==> config.mk <==
export PLATFORM = sky130hd
export DESIGN_NAME = alu_seq
export DESIGN_NICKNAME = d
export VERILOG_FILES = /design/src/rtl/alu_pkg.sv /design/src/rtl/alu_mul_iter.sv /design/src/rtl/alu_seq.sv
export SDC_FILE = /design/constraint.sdc
export NUM_CORES = 1
export LEC_CHECK = 0
export CORE_ASPECT_RATIO = 2
export CORE_MARGIN = 8
export CORE_UTILIZATION = 50
export DETAILED_ROUTE_END_ITERATION = 12
export PLACE_DENSITY_LB_ADDON = 0.05
export SLEW_MARGIN = 20
export SYNTH_ARGS = -nofsm -noshare
export SYNTH_HDL_FRONTEND = slang
export SYNTH_SLANG_ARGS = --single-unit
==> constraint.sdc <==
create_clock -name clk -period 5.5 [get_ports clk]
set_input_delay 0.55 -clock clk [delete_from_list [all_inputs] [get_ports clk]]
set_output_delay 0.55 -clock clk [all_outputs]
set_load 0.02 [all_outputs]
==> src/rtl/alu_pkg.sv <==
// alu_pkg: shared opcodes, flag indices and FSM encoding
// for the handshaked sequential ALU.
package alu_pkg;

    localparam logic [3:0] OP_ADD = 4'h0;
    localparam logic [3:0] OP_SUB = 4'h1;
    localparam logic [3:0] OP_AND = 4'h2;
    localparam logic [3:0] OP_OR  = 4'h3;
    localparam logic [3:0] OP_XOR = 4'h4;
    localparam logic [3:0] OP_NOT = 4'h5;
    localparam logic [3:0] OP_INC = 4'h6;
    localparam logic [3:0] OP_DEC = 4'h7;
    localparam logic [3:0] OP_SHL = 4'h8;
    localparam logic [3:0] OP_SHR = 4'h9;
    localparam logic [3:0] OP_ROL = 4'hA;
    localparam logic [3:0] OP_ROR = 4'hB;
    localparam logic [3:0] OP_MUL = 4'hC;

    localparam int FLAG_N = 3;
    localparam int FLAG_Z = 2;
    localparam int FLAG_C = 1;
    localparam int FLAG_V = 0;

    typedef enum logic [1:0] {
        ST_IDLE = 2'd0,
        ST_MUL  = 2'd1,
        ST_OUT  = 2'd2
    } state_e;

endpackage

==> src/rtl/alu_mul_iter.sv <==
// alu_mul_iter: one shift-add step per cycle, LSB of b first.
// product_o is the running sum including the current step.
module alu_mul_iter
    import alu_pkg::*;
#(
    parameter int WIDTH = 16
) (
    input  logic               clk,
    input  logic               rst_n,
    input  logic               start_i,
    input  logic [WIDTH-1:0]   a_i,
    input  logic [WIDTH-1:0]   b_i,
    output logic               done_o,
    output logic [2*WIDTH-1:0] product_o
);

    localparam int CW = $clog2(WIDTH);

    logic               run_q;
    logic [CW-1:0]      cnt_q;
    logic [2*WIDTH-1:0] mcand_q;
    logic [WIDTH-1:0]   mplier_q;
    logic [2*WIDTH-1:0] acc_q;

    assign product_o = acc_q + (mplier_q[0] ? mcand_q : '0);
    assign done_o    = run_q && (cnt_q == CW'(WIDTH - 1));

    // Load operands on start, then accumulate one partial product per cycle.
    always_ff @(posedge clk) begin
        if (!rst_n) begin
            run_q    <= 1'b0;
            cnt_q    <= '0;
            mcand_q  <= '0;
            mplier_q <= '0;
            acc_q    <= '0;
        end else if (start_i) begin
            run_q    <= 1'b1;
            cnt_q    <= '0;
            mcand_q  <= {{WIDTH{1'b0}}, a_i};
            mplier_q <= b_i;
            acc_q    <= '0;
        end else if (run_q) begin
            acc_q    <= product_o;
            mcand_q  <= mcand_q << 1;
            mplier_q <= mplier_q >> 1;
            cnt_q    <= cnt_q + CW'(1);
            if (done_o) begin
                run_q <= 1'b0;
            end
        end
    end

endmodule

==> src/rtl/alu_seq.sv <==
// alu_seq: valid/ready ALU with registered result and flags,
// iterative multiply, illegal-opcode error and idle sleep.
module alu_seq
    import alu_pkg::*;
#(
    parameter int WIDTH        = 16,
    parameter int SLEEP_CYCLES = 8
) (
    input  logic             clk,
    input  logic             rst_n,
    input  logic             in_valid,
    output logic             in_ready,
    input  logic [WIDTH-1:0] a,
    input  logic [WIDTH-1:0] b,
    input  logic [3:0]       op,
    output logic             out_valid,
    input  logic             out_ready,
    output logic [WIDTH-1:0] result,
    output logic [3:0]       flags,
    output logic             err,
    output logic             busy,
    output logic             sleep
);

    localparam int M  = WIDTH - 1;
    localparam int SW = $clog2(SLEEP_CYCLES + 1);
    localparam logic [WIDTH:0] ONE = {{WIDTH{1'b0}}, 1'b1};

    state_e             state_q, state_d;
    logic [WIDTH-1:0]   result_q;
    logic [3:0]         flags_q;
    logic               err_q;
    logic [SW-1:0]      idle_q, idle_d;

    logic               accept, is_mul, mul_done;
    logic [WIDTH-1:0]   opa, opb;
    logic [2*WIDTH-1:0] prod;
    logic [WIDTH-1:0]   res_d, prod_lo;
    logic [WIDTH:0]     sum;
    logic               c_d, v_d, err_d;

    assign in_ready  = rst_n &&
                       ((state_q == ST_IDLE) ||
                        ((state_q == ST_OUT) && out_ready));
    assign accept    = in_valid && in_ready;
    assign is_mul    = (op == OP_MUL);
    assign out_valid = (state_q == ST_OUT);
    assign busy      = (state_q == ST_MUL);
    assign sleep     = (idle_q == SW'(SLEEP_CYCLES));
    assign result    = result_q;
    assign flags     = flags_q;
    assign err       = err_q;
    assign prod_lo   = prod[WIDTH-1:0];

    // Operands reach the datapath only for an accepted op.
    assign opa = accept ? a : '0;
    assign opb = accept ? b : '0;

    alu_mul_iter #(.WIDTH(WIDTH)) u_mul (
        .clk       (clk),
        .rst_n     (rst_n),
        .start_i   (accept && is_mul),
        .a_i       (opa),
        .b_i       (opb),
        .done_o    (mul_done),
        .product_o (prod)
    );

    // Single-cycle datapath with carry/borrow and overflow.
    always_comb begin
        res_d = '0;
        sum   = '0;
        c_d   = 1'b0;
        v_d   = 1'b0;
        err_d = 1'b0;
        unique case (op)
            OP_ADD: begin
                sum   = {1'b0, opa} + {1'b0, opb};
                res_d = sum[WIDTH-1:0];
                c_d   = sum[WIDTH];
                v_d   = (opa[M] == opb[M]) && (res_d[M] != opa[M]);
            end
            OP_SUB: begin
                sum   = {1'b0, opa} - {1'b0, opb};
                res_d = sum[WIDTH-1:0];
                c_d   = sum[WIDTH];
                v_d   = (opa[M] != opb[M]) && (res_d[M] != opa[M]);
            end
            OP_AND: res_d = opa & opb;
            OP_OR:  res_d = opa | opb;
            OP_XOR: res_d = opa ^ opb;
            OP_NOT: res_d = ~opa;
            OP_INC: begin
                sum   = {1'b0, opa} + ONE;
                res_d = sum[WIDTH-1:0];
                c_d   = sum[WIDTH];
                v_d   = !opa[M] && res_d[M];
            end
            OP_DEC: begin
                sum   = {1'b0, opa} - ONE;
                res_d = sum[WIDTH-1:0];
                c_d   = sum[WIDTH];
                v_d   = opa[M] && !res_d[M];
            end
            OP_SHL: begin
                res_d = {opa[M-1:0], 1'b0};
                c_d   = opa[M];
            end
            OP_SHR: begin
                res_d = {1'b0, opa[M:1]};
                c_d   = opa[0];
            end
            OP_ROL: begin
                res_d = {opa[M-1:0], opa[M]};
                c_d   = opa[M];
            end
            OP_ROR: begin
                res_d = {opa[0], opa[M:1]};
                c_d   = opa[0];
            end
            OP_MUL: res_d = '0;
            default: err_d = 1'b1;
        endcase
    end

    // Next state and saturating idle count.
    always_comb begin
        state_d = state_q;
        idle_d  = '0;
        unique case (state_q)
            ST_IDLE: if (accept) state_d = is_mul ? ST_MUL : ST_OUT;
            ST_MUL:  if (mul_done) state_d = ST_OUT;
            ST_OUT: begin
                if (accept)         state_d = is_mul ? ST_MUL : ST_OUT;
                else if (out_ready) state_d = ST_IDLE;
            end
            default: state_d = ST_IDLE;
        endcase
        if ((state_q == ST_IDLE) && !in_valid) begin
            idle_d = sleep ? idle_q : idle_q + SW'(1);
        end
    end

    // State and idle-count registers.
    always_ff @(posedge clk) begin
        if (!rst_n) begin
            state_q <= ST_IDLE;
            idle_q  <= '0;
        end else begin
            state_q <= state_d;
            idle_q  <= idle_d;
        end
    end

    // Output register: loaded on a finished multiply or an accepted op.
    always_ff @(posedge clk) begin
        if (!rst_n) begin
            result_q <= '0;
            flags_q  <= '0;
            err_q    <= 1'b0;
        end else if (mul_done) begin
            result_q         <= prod_lo;
            flags_q[FLAG_N]  <= prod_lo[M];
            flags_q[FLAG_Z]  <= (prod_lo == '0);
            flags_q[FLAG_C]  <= |prod[2*WIDTH-1:WIDTH];
            flags_q[FLAG_V]  <= 1'b0;
            err_q            <= 1'b0;
        end else if (accept && !is_mul) begin
            result_q         <= res_d;
            flags_q[FLAG_N]  <= res_d[M];
            flags_q[FLAG_Z]  <= (res_d == '0);
            flags_q[FLAG_C]  <= c_d;
            flags_q[FLAG_V]  <= v_d;
            err_q            <= err_d;
        end
    end

endmodule

==> flow_summary.toml <==
[floorplanning]
initial_core_util = 0.503
die_h_um = 220
ioPinCount = 65
die_area_um2 = 26000
dieWidth_um = 118
core_area_um2 = 20700
num_rows = 75

[power_and_ir_drop]
p_total_mw = 2.00
power_density_nw_per_um2 = 172
p_leak_nw = 4.99
irDropWorstVdd_mv = 0.148

[synth]
synth.distinct_cells = 89
async_flop_share = 0
yosysTopAreaCellShare = 0.215
syn_area_um2 = 10400
synth_seq_cells = 112
synthFlopType = "dfxtp_1"
synth-edff-count = 0
yosysSeqAreaShare = 0.215
synth_area_per_cell_um2 = 7.74
synth_top_cell_by_area = "dfxtp_1"
yosys-top-cells-area = "dfxtp_1 22%, ha_1 11%, mux2i_1 7.3%"
ys_warn_count = 0
syn-instance-count = 1347
syn_nets = 1479

[clock_tree]
clock_path_buffers = 2
cts_resized = 0
cts_tree = "done"
post-cts-setup-buffers = 0
cts.sinks = 112
cts_made_buffers = 9
cts-root-buf = "clkbuf_16"
htree_levels = 3
clkLatencyLatePin_ps = 350
ctsHoldBuffers = 0
clkTransAtPathRegs_ps = 70

[cells_and_area]
final_nets = 1522
diodes = 0
finalInstanceArea_um2 = 11600
final_cells = 1663
area_growth_pct = 11.7
seq_area_um2 = 2250
drive_gt1_frac = 0.0653
n_fill_cell = 1984
multi_input_area_um2 = 7510

[setup_path]
path_cells = "clkdlybuf4s50_1, nand2b_1, and3_4, buf_12, nand2_1, ha_1, a2111o_1, a2111oi_0, buf_4, o221ai_1, o31ai_1, a21oi_1, o21ai_0, a211oi_1, o21ai_0, a31oi_1"
worstPathMaxFanout = 42
critPathBufInv = 3
cp.arrival_ps = 5060
crit_top_cell = "o21ai_0"
critPathRequiredTime_ps = 5710
cp-start-kind = "primary input"
crit_type = "primary input to flop"
r2r_setup_slack_ps = 960
cp_slowest_cell = "a2111oi_0"
cp_top_family = "compound AO/OA/AOI/OAI gates"
max_stage_delay_ps = 520
worstSetupEndpointType = "flop"

[flow_run]
max_cap_viol_count = 0

[sta]
fin_crit_ps = 4850
rsz0062_at_grt = "no"
slew_headroom = 0.258
worst_pin_slew_ps = 1110
fmax_ghz = 0.206
setup-tns-final_ps = 0
maxSlewViolCount = 0
fin_ws_ps = 647
setup_viol = 0
clock_skew_ps = 10.6
period_share = 0.882
finalHoldViolCount = 0

[routing]
ant_nets = 0
wl_per_cell_um = 21.8
vias_per_cell = 6.34
drtIter0Drc = 816
first_pass_iters = 8
wl_um = 36200
drc = 0
vias = 10500

[place]
dpl.hpwl_um = 27700
gp_congestion = 0.975
placed_cell_area_um2 = 11400
place_ws_ps = 383
placedCellCount = 1648
port_buffers = 64

[global_routing]
grt-ovfl-total = 0
antenna_found_initial = 0
grt_usage = 0.272
grt_pass1_vias = 10300
grt_pass1_wl_um = 56600
grt_max_degree = 70

[outcome]
status = "complete, no violations"

[worst_hold_path]
worstHoldPathType = "flop to flop"
-- Yosys cell counts, types with 5 or more instances --
cell type / n
a211oi_1: 31
nand4_1: 16
o22ai_1: 9
nor3_1: 23
a21oi_1: 97
nor2b_1: 26
o221ai_1: 13
mux2i_1: 76
nand3_1: 31
a221o_1: 6
nand2b_1: 14
buf_6: 5
o2111ai_1: 6
o21a_1: 13
and2_1: 35
a221oi_1: 11
a31oi_1: 10
dfxtp_1: 112
xnor2_1: 30
xor2_1: 16
or3_1: 6
clkbuf_1: 51
or4_1: 8
buf_2: 11
nor4_1: 8
and3_1: 12
nor4b_1: 5
ha_1: 89
a21o_1: 13
o211a_1: 31
o21ai_0: 61
nor2_1: 143
o211ai_1: 8
a22oi_1: 11
a21boi_0: 8
nand2_1: 120
o31ai_1: 13
nand3b_1: 6
or2_2: 6
a211o_1: 5
clkbuf_8: 8
inv_1: 62
o21bai_1: 8
-- stage by stage --
stage | utilization | hold WS [ps]
floorplan | - | 460
global placement | 0.547 | 477
detailed placement | 0.547 | 484
CTS | 0.562 | 493
global route | 0.562 | 512
finish | 0.562 | 491
-- final cells by class --
class | count | share of cell area
multi-input cells | 1090 | 0.644
flip-flops and latches | 112 | 0.193
repair buffers | 115 | 0.0885
well taps | 269 | 0.0289
clock buffers | 11 | 0.0208
inverters | 62 | 0.0200
clock inverters | 4 | 0.00462
-- per-layer routing --
layer  vias to the layer above  track usage  share of wire
met5                         -            0              0
li1                       5029            -              -
met1                      4996        0.338           0.42
met3                        93       0.0409          0.068
met2                       427        0.445           0.46
met4                         0        0.145          0.048
-- placed cells by master (no fill, tap or decap), drive strengths merged, types with 31 or more instances in the layout --
cell type / count
and2: 35
a211oi: 32
buf: 52
clkdlybuf4s50: 63
ha: 89
a21oi: 98
nor2: 143
o211a: 31
nand2: 122
mux2i: 76
o21ai: 63
nand3: 31
inv: 63
dfxtp: 112
-- kinds of logic (layout without fill, tap and decap cells) --
logic type / count (synthesis) / in the layout / share of synthesized area
simple gates: 473 / 473 / 0.222
compound gates: 403 / 403 / 0.272
buf+inv: 145 / 192 / 0.0674
flops: 112 / 112 / 0.215
fa+ha+maj: 92 / 92 / 0.113
mux: 76 / 76 / 0.0730
xor+xnor: 46 / 46 / 0.0386
-- worst reg2reg max path, cell delays in order (launching register included) --
cell and delay (ps):
dfxtp_1 350, nand2b_1 250, and3_4 320, buf_12 240, nand2_1 180, ha_1 470
a2111o_1 440, a2111oi_0 520, buf_4 230, o221ai_1 220, o31ai_1 290, a21oi_1 150
o21ai_0 160, a211oi_1 90, o21ai_0 430, a31oi_1 70
-- registers in the layout (all words and copies together) (netlist names) --
register,flops
u_mul.mcand_q,32
err,1
flags,4
u_mul.run_q,1
state_q,2
result,16
u_mul.mplier_q,16
idle_q,4
u_mul.acc_q,32
u_mul.cnt_q,4
-- where the power goes --
group / internal, mW / switching (mW)
Clock: 0.365 / 0.292
Combinational: 0.196 / 0.310
Sequential: 0.826 / 0.0136
-- final timing paths --
| kind | from | cells after the start | end |
|---|---|---|---|
| max | out_ready | 16 | flags[1] |
| min | u_mul.acc_q[20] | 2 | u_mul.acc_q[20] |
| max reg2reg | state_q[1] | 15 | flags[1] |
| min reg2reg | u_mul.acc_q[20] | 2 | u_mul.acc_q[20] |
(Power assumes the default switching activity.)
